===== config.mk =====
export PLATFORM = sky130hd
export DESIGN_NAME = writeback_arbiter
export DESIGN_NICKNAME = d
export VERILOG_FILES = /design/src/rtl/writeback_arbiter.sv
export SDC_FILE = /design/constraint.sdc
export NUM_CORES = 1
export LEC_CHECK = 0
export CAP_MARGIN = 40
export CORE_MARGIN = 5
export CORE_UTILIZATION = 48
export DETAILED_ROUTE_END_ITERATION = 8
export MAX_ROUTING_LAYER = met4
export PLACE_DENSITY = 0.86
export SLEW_MARGIN = 20
export SYNTH_ARGS = -nofsm -noshare
export SYNTH_HDL_FRONTEND = slang
export SYNTH_SLANG_ARGS = --single-unit
export TNS_END_PERCENT = 30

===== constraint.sdc =====
create_clock -name clock -period 3.15 [get_ports clock]
set_input_delay 0.945 -clock clock [delete_from_list [all_inputs] [get_ports clock]]
set_output_delay 0.945 -clock clock [all_outputs]
set_load 0.05 [all_outputs]

===== src/rtl/writeback_arbiter.sv =====
// Register file write-port arbiter: merges execute (A) and buffered load/multicycle (B) results.
// Optional WRITEBACK_BYPASS_EN lets an accepted B result skip an empty FIFO when A is idle.
module writeback_arbiter #(
  parameter int FIFO_DEPTH   = 4,
  parameter int STARVE_LIMIT = 8
) (
  input  logic        clock,
  input  logic        reset,
  input  logic        aValid,
  input  logic [4:0]  aRdAddress,
  input  logic [31:0] aData,
  output logic        aStall,
  input  logic        bValid,
  output logic        bReady,
  input  logic [4:0]  bRdAddress,
  input  logic [31:0] bData,
  input  logic [4:0]  checkAddress1,
  input  logic [4:0]  checkAddress2,
  output logic        hazard1,
  output logic        hazard2,
  output logic [31:0] rd,
  output logic [4:0]  rdAddress,
  output logic        writeEnable
);

  localparam int AW = $clog2(FIFO_DEPTH);
  localparam int PW = AW + 1;
  localparam int SW = $clog2(STARVE_LIMIT + 1);

  typedef struct packed {
    logic [4:0]  addr;
    logic [31:0] data;
  } entry_t;

  entry_t          mem [FIFO_DEPTH];
  logic [PW-1:0]   wr_ptr;
  logic [PW-1:0]   rd_ptr;
  logic [PW-1:0]   count;
  logic [SW-1:0]   starve_count;
  logic            full;
  logic            empty;
  logic            push;
  logic            pop;
  logic            a_win;
  logic            bypass;
  logic            sel_load;
  entry_t          sel;
  entry_t          head;
  logic [AW-1:0]   offset;
  logic            hit1;
  logic            hit2;

  // Extra pointer MSB distinguishes full from empty when the index bits match.
  assign empty = (wr_ptr == rd_ptr);
  assign full  = ((wr_ptr ^ rd_ptr) == {1'b1, {AW{1'b0}}});
  assign count = wr_ptr - rd_ptr;
  assign head  = mem[rd_ptr[AW-1:0]];

  assign bReady = !full && !reset;
  assign aStall = (starve_count == SW'(STARVE_LIMIT)) && !empty;

  always_comb begin
    // NOTE: every output of this block gets a default first so no path leaves it unassigned and no latch is inferred.
    pop      = 1'b0;
    a_win    = 1'b0;
    bypass   = 1'b0;
    sel_load = 1'b0;
    sel      = '0;
    if (aStall) begin
      pop      = 1'b1;
      sel_load = 1'b1;
      sel      = head;
    end else if (aValid) begin
      a_win    = 1'b1;
      sel_load = 1'b1;
      sel      = '{addr: aRdAddress, data: aData};
    end else if (!empty) begin
      pop      = 1'b1;
      sel_load = 1'b1;
      sel      = head;
    end
`ifdef WRITEBACK_BYPASS_EN
    else if (bValid && bReady) begin
      bypass   = 1'b1;
      sel_load = 1'b1;
      sel      = '{addr: bRdAddress, data: bData};
    end
`else
`endif
  end

  // bReady already excludes a full FIFO, so a pop in the same cycle never opens room for a push.
  assign push = bValid && bReady && !bypass;

  // NOTE: sequential state uses non-blocking assignments so every register samples pre-edge values.
  always_ff @(posedge clock) begin
    if (reset) begin
      wr_ptr       <= '0;
      rd_ptr       <= '0;
      starve_count <= '0;
      writeEnable  <= 1'b0;
      rdAddress    <= '0;
      rd           <= '0;
    end else begin
      if (push) wr_ptr <= wr_ptr + PW'(1);
      if (pop)  rd_ptr <= rd_ptr + PW'(1);

      if (pop || empty) begin
        starve_count <= '0;
      end else if (a_win && (starve_count != SW'(STARVE_LIMIT))) begin
        starve_count <= starve_count + SW'(1);
      end

      if (sel_load) begin
        writeEnable <= (sel.addr != 5'd0);
        rdAddress   <= sel.addr;
        rd          <= sel.data;
      end else begin
        writeEnable <= 1'b0;
      end
    end
  end

  // NOTE: the storage array is not reset; slot validity comes solely from the pointers.
  always_ff @(posedge clock) begin
    if (push) mem[wr_ptr[AW-1:0]] <= '{addr: bRdAddress, data: bData};
  end

  // A slot is live when its distance from the read pointer is below the occupancy.
  always_comb begin
    hit1   = 1'b0;
    hit2   = 1'b0;
    offset = '0;
    for (int i = 0; i < FIFO_DEPTH; i++) begin
      offset = AW'(i) - rd_ptr[AW-1:0];
      if ({1'b0, offset} < count) begin
        if (mem[i].addr == checkAddress1) hit1 = 1'b1;
        if (mem[i].addr == checkAddress2) hit2 = 1'b1;
      end
    end
  end

  assign hazard1 = (checkAddress1 != 5'd0) &&
                   (hit1 || (writeEnable && (rdAddress == checkAddress1)));
  assign hazard2 = (checkAddress2 != 5'd0) &&
                   (hit2 || (writeEnable && (rdAddress == checkAddress2)));

endmodule


Yosys cells after proc, flatten, opt, wreduce, memory -nomap -nowiden
Memory sizes are Yosys's and may differ from the RTL's. A register that Yosys moved wholly into a read port is not among the register bits.
Cells that the tools add are included.
{ "word_totals": {"mem_count": 1, "regBits": 48, "mem_bits_rw": 148, "word_cells": 84, "output_inout_bits": 42, "in_bits": 88} }
{ "memory_table": {"columns": ["name", "words", "width", "read_ports", "rd_ports_with_merged_regs", "write_ports", "line", "source"], "rows": [
  ["mem", 4, 37, 5, 1, 1, "35", "entry_t mem [FIFO_DEPTH];"]
]} }
{ "op_classes": {"add_sub_neg": 8, "n_reduce_logical": 19, "mux": 30, "n_eq_ne": 14, "bitwise": 2, "n_lt_le_gt_ge": 4} }
{ "op_table": {"columns": ["operator", "n"], "rows": [
  ["2-to-1 mux 37 bit", 3],
  ["equality test 5 bit", 10],
  ["2-to-1 mux 1 bit", 25],
  ["nonzero test 5 bit", 3],
  ["< comparator 2 x 3 -> 1 bit", 4],
  ["logical AND 1 bit", 8],
  ["adder 3 x 1 -> 3 bit, second input constant", 2],
  ["adder 4 x 1 -> 4 bit, second input constant", 1],
  ["equality test 4 bit, second input constant", 1],
  ["2-to-1 mux 2 bit", 2],
  ["!= test 4 bit, second input constant", 1],
  ["OR reduction 2 bit", 2],
  ["subtractor 1 x 2 -> 2 bit, first input constant", 2],
  ["subtractor 2 bit, first input constant", 2],
  ["equality test 3 bit", 1],
  ["equality test 3 bit, second input constant", 1],
  ["zero test 1 bit", 3],
  ["logical OR 1 bit", 3],
  ["subtractor 3 bit", 1],
  ["bitwise XOR 3 bit", 1],
  ["NOT 1 bit", 1]
]} }

Depth between registers and ports, before layout
Gate-level depths: netlist of the first run.
An unclocked memory read counts as a cell.
{ "logic_depth": {"ltp_word": 12, "ltp_mapped": 11, "depth_no_buf": 11} }

Least setup slack after synthesis of the first run
Ideal clock, no wire load.
{ "synth_timing": {"kind": "register -> output", "startpoint": "register wr_ptr[0]", "endpoint": "output hazard1", "slack_ns": -0.278, "path_stages_with_launch": 12, "arrival_ns": 2.483, "cell_sequence": "dfxtp_1 inv_1 ha_1 inv_1 fa_1 inv_1 ha_1 nor2b_1 o21ai_0 nand4_1 nor3_1 o22a_1"} }
{ "synth_via": {"elab_chain_cells": 11, "word_cells_on_any_way": 14, "classes_between": "add/sub (1); order compare (4); mux (7); reduce/logical (2)"} }
{ "synth_rtl": {"columns": ["item", "line", "source"], "rows": [
  ["from (decl)", "36", "logic [PW-1:0] wr_ptr;"],
  ["from (signal assigned)", "105", "if (push) wr_ptr <= wr_ptr + PW'(1);"],
  ["subtractor 3 bit (*)", "56", "assign count = wr_ptr - rd_ptr;"],
  ["< comparator 2 x 3 -> 1 bit", "136", "if ({1'b0, offset} < count) begin"],
  ["2-to-1 mux 1 bit", "136", null],
  ["2-to-1 mux 1 bit", "137", "if (mem[i].addr == checkAddress1) hit1 = 1'b1;"],
  ["2-to-1 mux 1 bit", "136", null],
  ["2-to-1 mux 1 bit", "137", null],
  ["2-to-1 mux 1 bit", "136", null],
  ["2-to-1 mux 1 bit", "137", null],
  ["2-to-1 mux 1 bit (*)", "136", null],
  ["logical OR 1 bit (*)", "144", "(hit1 || (writeEnable && (rdAddress == checkAddress1)));"],
  ["logical AND 1 bit (*)", "143", "assign hazard1 = (checkAddress1 != 5'd0) &&"],
  ["to (decl)", "19", "output logic hazard1,"]
]} }
Mark *: on every way between the ends. The rest lies on a longest branch, timed or not.

Final worst setup path of the first run
Ends and elaborated chain as after synthesis.

==> results.txt, run 1 <==
Status = finished, violations left
Failing checks = negative setup slack
Clock Skew = 0.00813 ns
CTS buffer count = 17
First-pass GRT wire length = 31.8 mm
IO buf count = 129
Fmax = 268 MHz
Most frequent cells in the layout = edfxtp_1, clkdlybuf4s50_1, dfxtp_1
Startpoint types = register
Ys Warns = 0
Commonest register cell after synthesis = edfxtp_1
Post-route cell area = 10700 um^2
Wire per inst = 21.7 um
Routed wire length = 20.2 mm
Register area share after synthesis = 66.1%
CTS tree = done
Clock Pin Slew Worst Setup and Hold Paths = 0.07 ns
Reg-to-Reg Start = rd_ptr[1]
Int Power = 4810 uW
Die height = 141 um
Util after Layout = 64.2%
Period utilization = 119%
DR iter-0 viols = 370
Worst Max-Slew Pin Slew = 0.827 ns
Slew headroom = 44.5%
Crit path cell chain = inv_2, ha_4, inv_2, fa_1, inv_2, ha_1, nor2b_4, o21ai_1, buf_4, nand4_1, nand4_1, o22a_4, buf_12
Final antenna diode count = 0
Setup CP Type = register to output pin
Slew Limit Fails = 0
Worst path arrival time = 2.79 ns
Switch share = 30.5%
Peak per-stage delay on the critical path = 0.48 ns
DR vias = 5234
GRT Residual Overflow = 0
Max Cap Violations = 0
Setup crit end kind = output pin
Final HPWL DP = 14.1 mm
Count of final setup violators = 2
Global placer's final weighted congestion = 0.921
Area Growth Syn to Fin = 30.2%
Worst path slowest cell = fa_1
Hold endpoint = starve_count[0]
R2r worst-path depth = 10
#FFs+latches synth = 198
Routed Antenna Nets = 0
GR Util All Layers = 21.5%
Worst vdd ir = 0.000547 V
Synth async-reset ratio = 0%
Clock buffer depth = 2
Syn_nets = 641
Tmin final = 3.74 ns
Netlist cell types = 44
Via count of the first global-routing pass = 5556
Leading cell type in the layout, fill and taps excluded = edfxtp_1
Hold_sp = starve_count[0]
Clk sinks = 198
Core Area = 16700 um^2
R2R Setup Slk = 0.85 ns
Mapped Area = 8230 um^2
Final Worst Setup Slack = -0.586 ns
Crit path max fanout = 4
R2r endpoint = rd[13]
Combinational share of power = 25.3%
Number of flops mapped to enable cells by yosys = 148
Initial Util = 49.3%
Row cnt = 47
Die W = 141 um
Fill cell count = 1165
Clk pwr share = 30.5%
Sw Pwr = 2110 uW
Nets = 803
Io pins = 130
Vias per std cell = 5.61
# DRC = 0
First-pass iteration count of the detailed router = 5
Syn Area/Cell = 15.3 um^2
RSZ-0062 raised after global routing = true
Required @ worst endpoint = 2.20 ns
Hold Vio Cnt, Final = 0
Hold path depth = 1
Most used cell, CP = inv_2
DP Area = 10100 um^2
Share of layout cells above drive strength 1 = 20.5%
Sequential Power Share = 44.2%
Leak Pwr = 0.00368 uW
Power Density = 645 nW/um^2
Root Driver = clkbuf_16
Die area = 19900 um^2
H-tree levels = 4
Hold Crit Class = register to register
Cell count after synthesis = 538
Largest net degree at the start of global routing = 34
Initial antenna violation count = 0
Skew-Pair Late Insertion Delay = 0.43 ns
[power by group through the flow]
stage               combinational, uW  sequential, uW  clock (uW)
finish                           1750            3060        2110
global route                     1870            3080        2260
CTS                              1740            3060        2140
detailed placement               1700            3120           0
global placement                 1660            3110           0
floorplan                         763            3360           0
[layout make-up]
cell class	instances	area [um^2]	share of cell area [%]
flip-flops and latches	198	5450	50.8
multi-input cells	295	2660	24.8
repair buffers	176	1700	15.9
clock buffers	17	425	3.97
well taps	220	275	2.57
clock inverters	15	160	1.49
inverters	12	45.0	0.420
[sequential cells by signal (all words and copies together), names as in the netlist, named ones only]
register and count:
starve_count 4, rd_ptr 3, rd 32, rdAddress 5, writeEnable 1, mem 148, wr_ptr 3
[synth_stat cells, types with 2 or more instances]
library cell	count	area [um^2]
a21oi_1	4	20.0
or3_1	2	12.5
nor2_1	44	165
xnor2_1	24	210
a221oi_1	2	17.5
dfxtp_1	50	1000
buf_4	4	30.0
buf_1	2	7.51
clkbuf_1	19	71.3
buf_2	6	30.0
and2_1	3	18.8
inv_1	12	45.0
a311oi_1	2	17.5
a222oi_1	2	20.0
ha_1	14	175
a211oi_1	3	22.5
nand4_1	10	62.6
o22ai_1	31	194
a22o_1	2	17.5
nor3_1	41	205
nor4_1	3	18.8
o21ai_0	5	25.0
clkbuf_2	2	10.0
xor2_1	32	280
mux4_2	37	833
o22a_1	2	17.5
nand2_1	7	26.3
or4_1	2	15.0
nor2b_1	6	37.5
edfxtp_1	148	4440
nand3_1	4	20.0
[cell families after synthesis]
kind of cell	share of synthesized area (%)
compound gates	5.15
xor+xnor	6.44
fa+ha+maj	2.37
buf+inv	2.36
flops	66.1
mux	10.1
simple gates	7.40
[worst max path at each step]
stage                     start  cells past startpoint       to  slack [ns]
6_report              wr_ptr[0]                     13  hazard1       -0.59
5_1_grt               wr_ptr[0]                     13  hazard1       -0.70
2_1_floorplan         wr_ptr[0]                     11  hazard2       -0.02
3_3_place_gp   checkAddress2[4]                      7  hazard2       -0.33
3_5_place_dp   checkAddress2[4]                      7  hazard2       -0.32
4_1_cts               wr_ptr[0]                     13  hazard1       -0.66
[repair_timing]
action / in CTS / in global routing
gates resized for setup: 9 / 6
endpoints found under the setup margin: 3 / 3
pin swaps: 5 / 4
hold buffers: 0 / 0
buffers inserted: 1 / 2
[worst max-delay path: cells and delay by family, from the launching register on]
| kind | cells | cell delay, ns |
|---|---|---|
| AO/OA/AOI/OAI | 2 | 0.30 |
| buffers and inverters | 5 | 0.45 |
| flip-flops | 1 | 0.33 |
| AND/OR/NAND/NOR | 3 | 0.37 |
| adder cells (fa/ha/maj) | 3 | 0.91 |
[per-layer routing]
metal | wire [um] | GRT usage (%) | up-vias
li1 | - | - | 2395
met1 | 8330 | 26.8 | 2641
met2 | 10500 | 36.0 | 174
met3 | 1010 | 4.50 | 24
met4 | 373 | 6.02 | 0
met5 | 0 | - | -
[stage by stage]
stage,setup TNS [ns],std cells,hold slack (ns),power [uW],setup WS (ns)
global route,-1.36,933,0.513,7210,-0.700
CTS,-1.22,932,0.494,6940,-0.663
detailed placement,-0.629,899,0.480,4820,-0.316
floorplan,-0.0191,538,0.430,4130,-0.0191
global placement,-0.617,899,0.438,4760,-0.335
finish,-1.12,933,0.492,6920,-0.586
Note: power is estimated with default switching activity, not from simulation.
==> run 2, diff against run 1 <==
- SETUP_SLACK_MARGIN: default -> 0.4
==> run 2 against run 1 <==
Net effect: critical endpoint unchanged; the flow still finishes with violations (negative setup slack); combinational power hardly changed; via count is 1.6% lower; clock skew is 0.0074 ns higher; sequential power hardly changed.
==> results.txt, run 2 (same netlist as run 1, synthesis figures left out) <==
Reg-to-Reg Start = rd_ptr[1]
Core Area = 16700 um^2
Nets = 798
GRT Residual Overflow = 0
Crit path cell chain = inv_4, ha_4, inv_2, fa_1, inv_2, ha_1, nor2b_1, o21ai_1, buf_4, nand4_1, nand4_1, o22a_4, buf_12
# DRC = 0
H-tree levels = 4
CTS buffer count = 17
DR iter-0 viols = 270
Bufs and invs on worst path = 5
R2r worst-path depth = 10
Worst Max-Slew Pin Slew = 0.645 ns
Slew headroom = 57.0%
Area Growth Syn to Fin = 30.9%
First-pass GRT wire length = 30.8 mm
Clock Pin Slew Worst Setup and Hold Paths = 0.07 ns
Row cnt = 47
Final Worst Setup Slack = -0.512 ns
Worst vdd ir = 0.000405 V
Status = finished, violations left
GR Util All Layers = 20.9%
Power Density = 640 nW/um^2
DR vias = 5150
CTS tree = done
Hold Vio Cnt, Final = 0
Period utilization = 116%
Leading cell type in the layout, fill and taps excluded = edfxtp_1
WP depth = 13
Count of final setup violators = 2
Root Driver = clkbuf_16
Via count of the first global-routing pass = 5565
Final HPWL DP = 13.6 mm
Peak per-stage delay on the critical path = 0.49 ns
Crit path max fanout = 4
Sw Pwr = 2040 uW
Global placer's final weighted congestion = 0.905
Delay-heaviest family, CP = adder cells
First-pass iteration count of the detailed router = 5
Skew-Pair Late Insertion Delay = 0.43 ns
Worst path slowest cell = fa_1
Tmin final = 3.66 ns
Routed Antenna Nets = 0
Slew Limit Fails = 0
Fmax = 273 MHz
Max reg flops = 148
Die W = 141 um
Routed wire length = 19.5 mm
Leak Pwr = 0.00366 uW
Combinational share of power = 25.1%
Setup Buffers After CTS = 0
Wire per inst = 21.0 um
Clk pwr share = 30.3%
Initial antenna violation count = 1
Clk sinks = 198
Hold Crit Class = register to register
Final TNS setup = -1.01 ns
Share of layout cells above drive strength 1 = 20.5%
Sequential Power Share = 44.6%
Startpoint types = register
Clock buffer depth = 2
R2r endpoint = rd[17]
Initial Util = 49.3%
Int Power = 4850 uW
IO buf count = 129
Setup crit end = hazard1
Most frequent cells in the layout = edfxtp_1, clkdlybuf4s50_1, dfxtp_1
Vias per std cell = 5.54
Failing checks = negative setup slack
Largest net degree at the start of global routing = 33
Setup CP Type = register to output pin
R2R Setup Slk = 1.04 ns
Critical Path Source = wr_ptr[0]
Switch share = 29.6%
Die area = 19900 um^2
Die height = 141 um
Util after Layout = 64.5%
Max Cap Violations = 0
Setup crit end kind = output pin
RSZ-0062 raised after global routing = true
Clock Skew = 0.0155 ns
Io pins = 130
Required @ worst endpoint = 2.20 ns
Worst path arrival time = 2.72 ns
[run 2: cell count changes in the layout (fill, tap and decap cells not counted), moves of 2 or more]
cell	previous run	this run
buf_4	45	37
clkinv_8	3	0
inv_8	6	3
buf_12	6	8
clkinv_4	1	3
inv_4	0	2
o21ai_1	3	1
o21ai_2	1	3
[run 2: worst min-delay path by stage]
stage	startpoint	to	slack (ns)	cells after the start
after global routing	starve_count[0]	starve_count[0]	0.51	1
after floorplan	starve_count[0]	starve_count[0]	0.43	1
after CTS	starve_count[0]	starve_count[0]	0.49	1
after global placement	starve_count[0]	starve_count[0]	0.44	1
after detailed placement	starve_count[0]	starve_count[0]	0.47	1
final	starve_count[0]	starve_count[0]	0.49	1
[run 2: routing by layer]
| metal | routed length, um | GRT usage, % |
|---|---|---|
| met2 | 10400 | 36.3 |
| met1 | 8030 | 25.2 |
| met5 | 0 | - |
| met3 | 814 | 4.37 |
| met4 | 238 | 5.10 |
[run 2: timing repair]
action | in CTS | in global routing
gates resized for setup | 11 | 3
setup endpoints to repair | 3 | 3
hold buffers | 0 | 0
pin swaps | 8 | 3
[run 2: power by group through the flow]
stage	clock network, uW	logic (uW)	registers (uW)
after detailed placement	0	1680	3130
final	2090	1730	3070
after global routing	2250	1850	3090
after global placement	0	1630	3120
after floorplan	0	793	3370
after CTS	2130	1720	3080
[run 2: cell type report]
type	instances	area, um^2
Inverter	12	50.0
Clock buffer	18	429
Fill cell	1152	5930
Sequential cell	198	5450
Antenna cell	1	2.50
Tap cell	220	275
Multi-Input combinational cell	295	2730
Timing Repair Buffer	171	1700
Clock inverter	14	140
[run 2: per-stage QoR]
stage	cell area (um^2)	setup slack [ns]	hold WS, ns	total power (uW)	cells
3_5_place_dp	10100	-0.352	0.473	4810	896
5_1_grt	10800	-0.611	0.507	7190	929
2_1_floorplan	8310	0.0871	0.430	4160	538
4_1_cts	10800	-0.530	0.489	6920	928
3_3_place_gp	10100	-0.323	0.438	4760	895
6_report	10800	-0.512	0.490	6890	929
[run 2: worst register-to-register path: cells and delay by family (launching register included)]
family / cells / cell delay [ns]
simple gates: 3 / 0.34
buf+inv: 4 / 0.78
compound gates: 2 / 0.30
flops: 1 / 0.33
fa+ha+maj: 1 / 0.28
